[config.mk]
export PLATFORM = sky130hd
export DESIGN_NAME = ula_n_bits_seq
export DESIGN_NICKNAME = d
export VERILOG_FILES = /design/src/rtl/ula_pkg.sv /design/src/rtl/ula_fatia.sv /design/src/rtl/ula_n_bits_seq.sv
export SDC_FILE = /design/constraint.sdc
export NUM_CORES = 1
export LEC_CHECK = 0
export ABC_AREA = 1
export CORE_MARGIN = 2
export CORE_UTILIZATION = 56
export CTS_CLUSTER_SIZE = 12
export DETAILED_ROUTE_END_ITERATION = 10
export HOLD_SLACK_MARGIN = 0.05
export PLACE_DENSITY_LB_ADDON = 0.25
export RECOVER_POWER = 100
export SYNTH_ARGS = -nofsm -noshare
export SYNTH_HDL_FRONTEND = slang
export SYNTH_HIERARCHICAL = 1
export SYNTH_SLANG_ARGS = --single-unit
[constraint.sdc]
create_clock -name clk -period 3.65 [get_ports clk]
set_input_delay 0.73 -clock clk [delete_from_list [all_inputs] [get_ports clk]]
set_output_delay 0.73 -clock clk [all_outputs]
set_load 0.02 [all_outputs]
[src/rtl/ula_pkg.sv]
// Shared types and named function selects for the sequential slice ALU.
package ula_pkg;

  typedef enum logic [1:0] {
    IDLE = 2'd0,
    CALC = 2'd1,
    DONE = 2'd2
  } state_e;

  localparam logic [3:0] S_SOMA = 4'd9;  // A + B (m=0)
  localparam logic [3:0] S_SUB  = 4'd6;  // A - B with c_in=1 (m=0)
  localparam logic [3:0] S_INC  = 4'd0;  // A + c_in (m=0)
  localparam logic [3:0] S_XOR  = 4'd6;  // A ^ B (m=1)

endpackage

[src/rtl/ula_fatia.sv]
// Combinational SLICE-bit ALU slice: 16 logic functions (m=1) or X+Y+c_in (m=0).
module ula_fatia #(
  parameter int SLICE = 4
) (
  input  logic [SLICE-1:0] x,
  input  logic [SLICE-1:0] y,
  input  logic [3:0]       s,
  input  logic             m,
  input  logic             c_in,
  output logic [SLICE-1:0] f,
  output logic             c_out,
  output logic             ovf
);

  logic [SLICE-1:0] op_x;
  logic [SLICE-1:0] op_y;
  logic [SLICE:0]   sum;
  logic             carry_into_msb;

  always_comb begin
    op_x = '0;
    op_y = '0;
    case (s)
      4'd0:  begin op_x = x;       op_y = '0;      end
      4'd1:  begin op_x = x | y;   op_y = '0;      end
      4'd2:  begin op_x = x | ~y;  op_y = '0;      end
      4'd3:  begin op_x = '0;      op_y = '1;      end
      4'd4:  begin op_x = x;       op_y = x & ~y;  end
      4'd5:  begin op_x = x | y;   op_y = x & ~y;  end
      4'd6:  begin op_x = x;       op_y = ~y;      end
      4'd7:  begin op_x = x & ~y;  op_y = '1;      end
      4'd8:  begin op_x = x;       op_y = x & y;   end
      4'd9:  begin op_x = x;       op_y = y;       end
      4'd10: begin op_x = x | ~y;  op_y = x & y;   end
      4'd11: begin op_x = x & y;   op_y = '1;      end
      4'd12: begin op_x = x;       op_y = x;       end
      4'd13: begin op_x = x | y;   op_y = x;       end
      4'd14: begin op_x = x | ~y;  op_y = x;       end
      default: begin op_x = x;     op_y = '1;      end
    endcase

    sum            = {1'b0, op_x} + {1'b0, op_y} + (SLICE+1)'(c_in);
    carry_into_msb = op_x[SLICE-1] ^ op_y[SLICE-1] ^ sum[SLICE-1];

    f     = sum[SLICE-1:0];
    c_out = sum[SLICE];
    ovf   = carry_into_msb ^ sum[SLICE];

    if (m) begin
      c_out = 1'b0;
      ovf   = 1'b0;
      case (s)
        4'd0:  f = ~x;
        4'd1:  f = ~(x | y);
        4'd2:  f = ~x & y;
        4'd3:  f = '0;
        4'd4:  f = ~(x & y);
        4'd5:  f = ~y;
        4'd6:  f = x ^ y;
        4'd7:  f = x & ~y;
        4'd8:  f = ~x | y;
        4'd9:  f = ~(x ^ y);
        4'd10: f = y;
        4'd11: f = x & y;
        4'd12: f = '1;
        4'd13: f = x | ~y;
        4'd14: f = x | y;
        default: f = x;
      endcase
    end
  end

endmodule

[src/rtl/ula_n_bits_seq.sv]
// WIDTH-bit ALU computed SLICE bits per clock through one reused slice, carry rippled in a register.
// Define ULA_FLAGS_EN to add registered zero and signed-overflow outputs.
module ula_n_bits_seq
  import ula_pkg::*;
#(
  parameter int WIDTH = 8,
  parameter int SLICE = 4
) (
  input  logic             clk,
  input  logic             rst_n,
  // Both sides: a transfer happens on a rising edge where valid && ready.
  input  logic             in_valid,
  output logic             in_ready,
  input  logic [WIDTH-1:0] a,
  input  logic [WIDTH-1:0] b,
  input  logic [3:0]       s,
  input  logic             m,
  input  logic             c_in,
  output logic             out_valid,
  input  logic             out_ready,
  output logic [WIDTH-1:0] f,
  output logic             c_out,
  output logic             a_eq_b
`ifdef ULA_FLAGS_EN
  ,
  output logic             zero,
  output logic             ovf
`endif
);

  localparam int NSLICES = WIDTH / SLICE;
  localparam int IDXW    = (NSLICES > 1) ? $clog2(NSLICES) : 1;
  localparam logic [IDXW-1:0] LAST_IDX = IDXW'(NSLICES - 1);

  state_e           state_q, state_d;
  logic [IDXW-1:0]  idx_q, idx_d;
  logic [WIDTH-1:0] a_q, a_d, b_q, b_d, f_q, f_d;
  logic [3:0]       s_q, s_d;
  logic             m_q, m_d, carry_q, carry_d, c_out_q, c_out_d;
  logic [SLICE-1:0] slice_x, slice_y, slice_f;
  logic             slice_co;
`ifdef ULA_FLAGS_EN
  logic             slice_ovf;
  logic             zero_q, zero_d, ovf_q, ovf_d;
`endif

  ula_fatia #(.SLICE(SLICE)) u_fatia (
    .x     (slice_x),
    .y     (slice_y),
    .s     (s_q),
    .m     (m_q),
    .c_in  (carry_q),
    .f     (slice_f),
    .c_out (slice_co),
`ifdef ULA_FLAGS_EN
    .ovf   (slice_ovf)
`else
    .ovf   ()
`endif
  );

  always_comb begin
    state_d = state_q;
    idx_d   = idx_q;
    a_d     = a_q;
    b_d     = b_q;
    s_d     = s_q;
    m_d     = m_q;
    carry_d = carry_q;
    f_d     = f_q;
    c_out_d = c_out_q;
`ifdef ULA_FLAGS_EN
    zero_d  = zero_q;
    ovf_d   = ovf_q;
`endif
    slice_x = a_q[idx_q*SLICE +: SLICE];
    slice_y = b_q[idx_q*SLICE +: SLICE];

    case (state_q)
      IDLE: begin
        if (in_valid) begin
          a_d     = a;
          b_d     = b;
          s_d     = s;
          m_d     = m;
          carry_d = c_in;
          idx_d   = '0;
          state_d = CALC;
        end
      end
      CALC: begin
        f_d[idx_q*SLICE +: SLICE] = slice_f;
        carry_d = slice_co;
        idx_d   = idx_q + 1'b1;
        if (idx_q == LAST_IDX) begin
          idx_d   = '0;
          c_out_d = m_q ? 1'b0 : slice_co;
          state_d = DONE;
`ifdef ULA_FLAGS_EN
          zero_d  = (f_d == '0);
          ovf_d   = slice_ovf;
`endif
        end
      end
      DONE: begin
        // No accept here: the earliest new accept is the cycle after IDLE is re-entered.
        if (out_ready) state_d = IDLE;
      end
      default: state_d = IDLE;
    endcase
  end

  always_ff @(posedge clk or negedge rst_n) begin
    if (!rst_n) begin
      state_q <= IDLE;
      idx_q   <= '0;
      a_q     <= '0;
      b_q     <= '0;
      s_q     <= '0;
      m_q     <= 1'b0;
      carry_q <= 1'b0;
      f_q     <= '0;
      c_out_q <= 1'b0;
`ifdef ULA_FLAGS_EN
      zero_q  <= 1'b0;
      ovf_q   <= 1'b0;
`endif
    end else begin
      state_q <= state_d;
      idx_q   <= idx_d;
      a_q     <= a_d;
      b_q     <= b_d;
      s_q     <= s_d;
      m_q     <= m_d;
      carry_q <= carry_d;
      f_q     <= f_d;
      c_out_q <= c_out_d;
`ifdef ULA_FLAGS_EN
      zero_q  <= zero_d;
      ovf_q   <= ovf_d;
`endif
    end
  end

  assign in_ready  = (state_q == IDLE);
  assign out_valid = (state_q == DONE);
  assign f         = f_q;
  assign c_out     = c_out_q;
  assign a_eq_b    = &f_q;
`ifdef ULA_FLAGS_EN
  assign zero      = zero_q;
  assign ovf       = ovf_q;
`endif

endmodule

-- Word-level counts from Yosys, hierarchy flattened
Index checks and enable logic that the tools add are counted.
- bits in registers: 34
- bits in latches: 0
- memory bits (writable): 0
- memory bits (read-only): 0
- input port bits: 26
- output and inout port bits: 12
- logic and storage cells: 78
- memories kept: 0
- add/sub/neg operators: 4
- $mul: 0
- divide/modulo/power cells: 0
- $lt $le $gt $ge: 0
- equal/unequal tests: 19
- shift-type cells: 4
- multiplexer cells: 16
- bitwise gates (word level): 12
- reductions and logical operators: 14
- operator list (kind ; count):
    $pmux 4 s15 ; 1
    $neg 3->34 ; 1
    $shift 4x34->8 const A ; 1
    $shiftx 4x34->8 ; 1
    $eq 4x4->1 const B ; 7
    $pmux 4 s6 ; 1
    $not 4->4 ; 5
    $pmux 4 s5 ; 1
    $eq 4x3->1 const B ; 4
    $shiftx 8x4->4 ; 2
    $and 4x4->4 ; 3
    $or 4x4->4 ; 3
    $reduce_or 3->1 ; 4
    $bwmux 8 ; 1
    $eq 4x2->1 const B ; 2
    $reduce_and 8->1 ; 1
    $mux 2 ; 3
    $pmux 2 s3 ; 1
    $reduce_and 2->1 ; 3
    $add 4x4->5 ; 1
    $add 5x1->5 ; 1
    $mux 1 ; 5
    $eq 4x1->1 const B ; 1
    $logic_not 4->1 ; 1
    other kinds (12) ; 15

-- Longest topological paths before layout
- depth in word-level cells: 9
- mapped depth: 19
- depth with buffers taken out: 18

-- By module
Netlist, hierarchy kept.
- by module, submodules not included (module ; instances ; cells each ; area each (um2) ; seq. area each (um2)):
    ula_n_bits_seq ; 1 ; 181 ; 1495.2 ; 850.8
    ula_fatia ; 1 ; 276 ; 1396.3 ; 0.0

-- Least setup slack after synthesis
Ideal clock, no wire load.
- path kind: reg-to-reg
- from: register idx_q
- to: register carry_q
- setup time: 0.124 ns
- arrival: 2.541 ns
- setup slack: 0.985 ns
- stages on the path, launching flop included: 19
- buffers on the path: 1
- period minus slack after synthesis: 2.665 ns
- path through: dfrtp_1 inv_1 buf_2 nand2_1 nand2_1 inv_1 ha_1 nand2_1 nand2_1 nor3_1 fa_1 inv_1 fa_1 nand2_1 a21oi_1 nor2_1 nor2_1 nand2_1 nand3_1
- cells in the longest elaborated chain, start to end: 8
- ends and longest elaborated chain (what ; line ; source):
    start, declared ; ula_n_bits_seq.sv:36 ; logic [IDXW-1:0] idx_q, idx_d;
    start signal, assigned ; ula_n_bits_seq.sv:130 ; idx_q <= idx_d;
    $shiftx 8x4->4 * ; ula_n_bits_seq.sv:77 ; slice_y = b_q[idx_q*SLICE +: SLICE];
    named net slice_y[0] ; ula_n_bits_seq.sv:40 ; logic [SLICE-1:0] slice_x, slice_y, slice_f;
    $not 4->4 ; - ;
    $and 4x4->4 or $or 4x4->4 (tied branches) ; - ;
    $pmux 4 s6 or $pmux 4 s5 (tied branches) ; ula_fatia.sv:23 ; case (s)
    $add 4x4->5 * ; ula_fatia.sv:42 ; sum = {1'b0, op_x} + {1'b0, op_y} + (SLICE+1)'(c_in);
    $add 5x1->5 * ; ula_fatia.sv:42 ;
    $mux 1 * ; ula_fatia.sv:49 ; if (m) begin
    named net slice_co ; ula_n_bits_seq.sv:41 ; logic slice_co;
    $pmux 1 s2 * ; ula_n_bits_seq.sv:79 ; case (state_q)
    end signal, assigned ; ula_n_bits_seq.sv:135 ; carry_q <= carry_d;
    end, declared ; ula_n_bits_seq.sv:39 ; logic m_q, m_d, carry_q, carry_d, c_out_q, c_out_d;
The timed path passes the listed nets; every way through them passes the cells marked *.
A chain may end at the register's enable or synchronous reset.

-- Worst setup path after layout
Ends and elaborated chain as after synthesis.

==> flow_metrics.py <==
metrics = {
    "clock_tree": {
        "h-tree-depth": 2,
        "ctsHoldBuffers": 0,
        "cts_resized": 0,
        "clock_latency_ns": 0.29,
        "clk_pin_slew_ns": 0.07,
        "ctsLongestPathBuffers": 2,
        "clock-sinks": 34,
        "cts_root_buf": "clkbuf_8",
        "numCtsBuffers": 5,
        "cts_setup_buffers": 0,
        "cts_tree": "yes",
    },
    "floorplanning": {
        "fp.dieW_um": 75.7,
        "die_area_um2": 5730,
        "coreArea_um2": 5040,
        "fp.dieH_um": 75.7,
        "boundaryPins": 38,
        "rows": 26,
        "start_util_pct": 57.1,
    },
    "global_routing": {
        "grt_max_degree": 35,
        "antenna_found_initial": 0,
        "grt_usage_pct": 29.5,
        "grt_pass1_wl_mm": 12.8,
        "grt_overflow": 0,
        "grt_pass1_vias": 2750,
    },
    "timing": {
        "final.setup_skew_ns": 0.00635,
        "drv_slew": 35,
        "worst_slew_pin_slew_ns": 1.81,
        "fmax_ghz": 0.329,
        "period_needed_ns": 3.04,
        "rsz0062_at_grt": "false",
        "holdWs_ns": 0.479,
        "hold_viol": 0,
        "tns_ns": 0,
        "fin_crit_sh_pct": 83.2,
        "slew_headroom_pct": -20.8,
        "setup_violations": 0,
    },
    "outcome": {
        "outcome": "finished, violations left",
        "failed_checks": "max-capacitance violations, max-slew violations",
    },
    "detailed_routing": {
        "drc": 0,
        "vias_per_cell": 5.25,
        "wire_per_inst_um": 13.5,
        "ant_nets": 0,
        "dr.pass1.iters": 4,
        "num_vias": 2935,
        "wl_mm": 7.55,
        "first_iter_violations": 181,
    },
    "final_layout": {
        "diodes": 0,
        "drive_gt1_share_pct": 4.70,
        "area_growth_pct": 16.4,
        "finalNonFillerCells": 559,
        "layout.nets": 535,
    },
    "yosys": {
        "synth_area_um2": 2880,
        "syn-num-nets": 501,
        "syn_inst": 454,
        "yosysWarningCount": 6,
        "syn_avg_cell_area_um2": 6.34,
    },
    "place": {
        "dp.cells": 551,
        "hpwl_mm": 5.74,
        "globalplace.congestion": 0.947,
        "io_buffer_count": 37,
    },
    "critical_path": {
        "critPathTopFamily": "simple AND/OR/NAND/NOR gates",
        "path_cells": "inv_1 > nand2_1 > nand2_1 > inv_1 > ha_1 > nand2_1 > nand2_1 > nor3_1 > fa_1 > inv_1 > fa_1 > nand2_1 > a21oi_1 > nor2_1 > nor2_1 > nand2_1 > nand3_1",
        "crit_required_ns": 3.82,
        "crit_path_top_delay_cell": "dfrtp_1",
        "cp_num_buf_inv": 3,
        "critPathLaunchType": "flip-flop",
        "critPathCaptureType": "flip-flop",
        "cp_common_cell": "nand2_1",
        "arrival_ns": 3.21,
        "critical_path_class": "reg -> reg",
        "cp_max_fo": 12,
        "critPathMaxStageDelay_ns": 0.51,
    },
    "power": {
        "leakagePower_nw": 1.83,
        "power_mw": 3.41,
        "p_per_area_nw_per_um2": 1020,
        "ir_drop_mv": 0.688,
    },
    "min_path": {
        "worstHoldPathType": "reg -> reg",
    },
    "job": {
        "max_cap_viol_count": 1,
    },
}
## tightest hold or removal path, stage by stage, from the launching register on
cell and delay [ns]:
dfrtp_1 0.35, nand2_1 0.05, nand2_1 0.04
## per-stage QoR
stage	utilization, %	setup slack [ns]	instance area (um2)
floorplan	-	1.04	2880
detailed placement	64.9	0.609	3270
global placement	64.9	0.723	3270
CTS	66.7	0.595	3370
global route	66.5	0.259	3350
finish	66.5	0.612	3350
## flip-flops by register name, summed over array words and instances, names as in the netlist
register  flops
b_q           8
f             8
a_q           8
idx_q         1
m_q           1
s_q           4
carry_q       1
c_out         1
state_q       2
## routing by layer
metal  vias up  share of wire, %  GRT usage (%)
met1      1341                45           39.7
li1       1486                 -              -
met2        94                48           49.5
met3        14               5.1           4.50
met4         0               1.7           8.77
met5         -                 0              0
## cells in the final DEF, fill, tap and decap left out, types with 3 or more instances in the layout
cell type and count:
nand2_1 180, nand3_1 64, inv_1 56, nor2_1 35, dfrtp_1 34, clkdlybuf4s50_1 23, ha_1 19, dlygate4sd3_1 14
a21oi_1 9, o21ai_0 8, clkbuf_8 6, nand4_1 5, nor2_2 4, nand3b_1 4, inv_2 3, nand2_2 3
clkbuf_1 3, o221ai_1 3
## power by group
part | internal, mW | switching [mW] | total [mW]
clock | 0.152 | 0.133 | 0.286
combinational | 0.816 | 1.57 | 2.39
sequential | 0.560 | 0.176 | 0.736
total | 1.53 | 1.88 | 3.41
## path summary, 6_finish.rpt
check | from | to | slack, ns | cells past startpoint
worst min register to register | b_q[2]$_DFFE_PN0P_ | b_q[2]$_DFFE_PN0P_ | 0.48 | 2
worst max-delay path | idx_q$_DFFE_PN0P_ | carry_q$_DFFE_PN0P_ | 0.61 | 17
min in group asynchronous | rst_n | f[5]$_DFFE_PN0P_ | 1.46 | 2
worst max register to register | idx_q$_DFFE_PN0P_ | carry_q$_DFFE_PN0P_ | 0.61 | 17
worst min-delay path | b_q[2]$_DFFE_PN0P_ | b_q[2]$_DFFE_PN0P_ | 0.48 | 2
max in group asynchronous | rst_n | a_q[3]$_DFFE_PN0P_ | 1.13 | 2
## layout make-up
type                            count  area [um2]
Sequential cell                    34         851
Tap cell                           70        87.6
Multi-Input combinational cell    347        1710
Clock inverter                      1        5.00
Inverter                           59         221
Fill cell                         489        1690
Timing Repair Buffer               41         393
Clock buffer                        7        86.3
(Power assumes the default switching activity.)
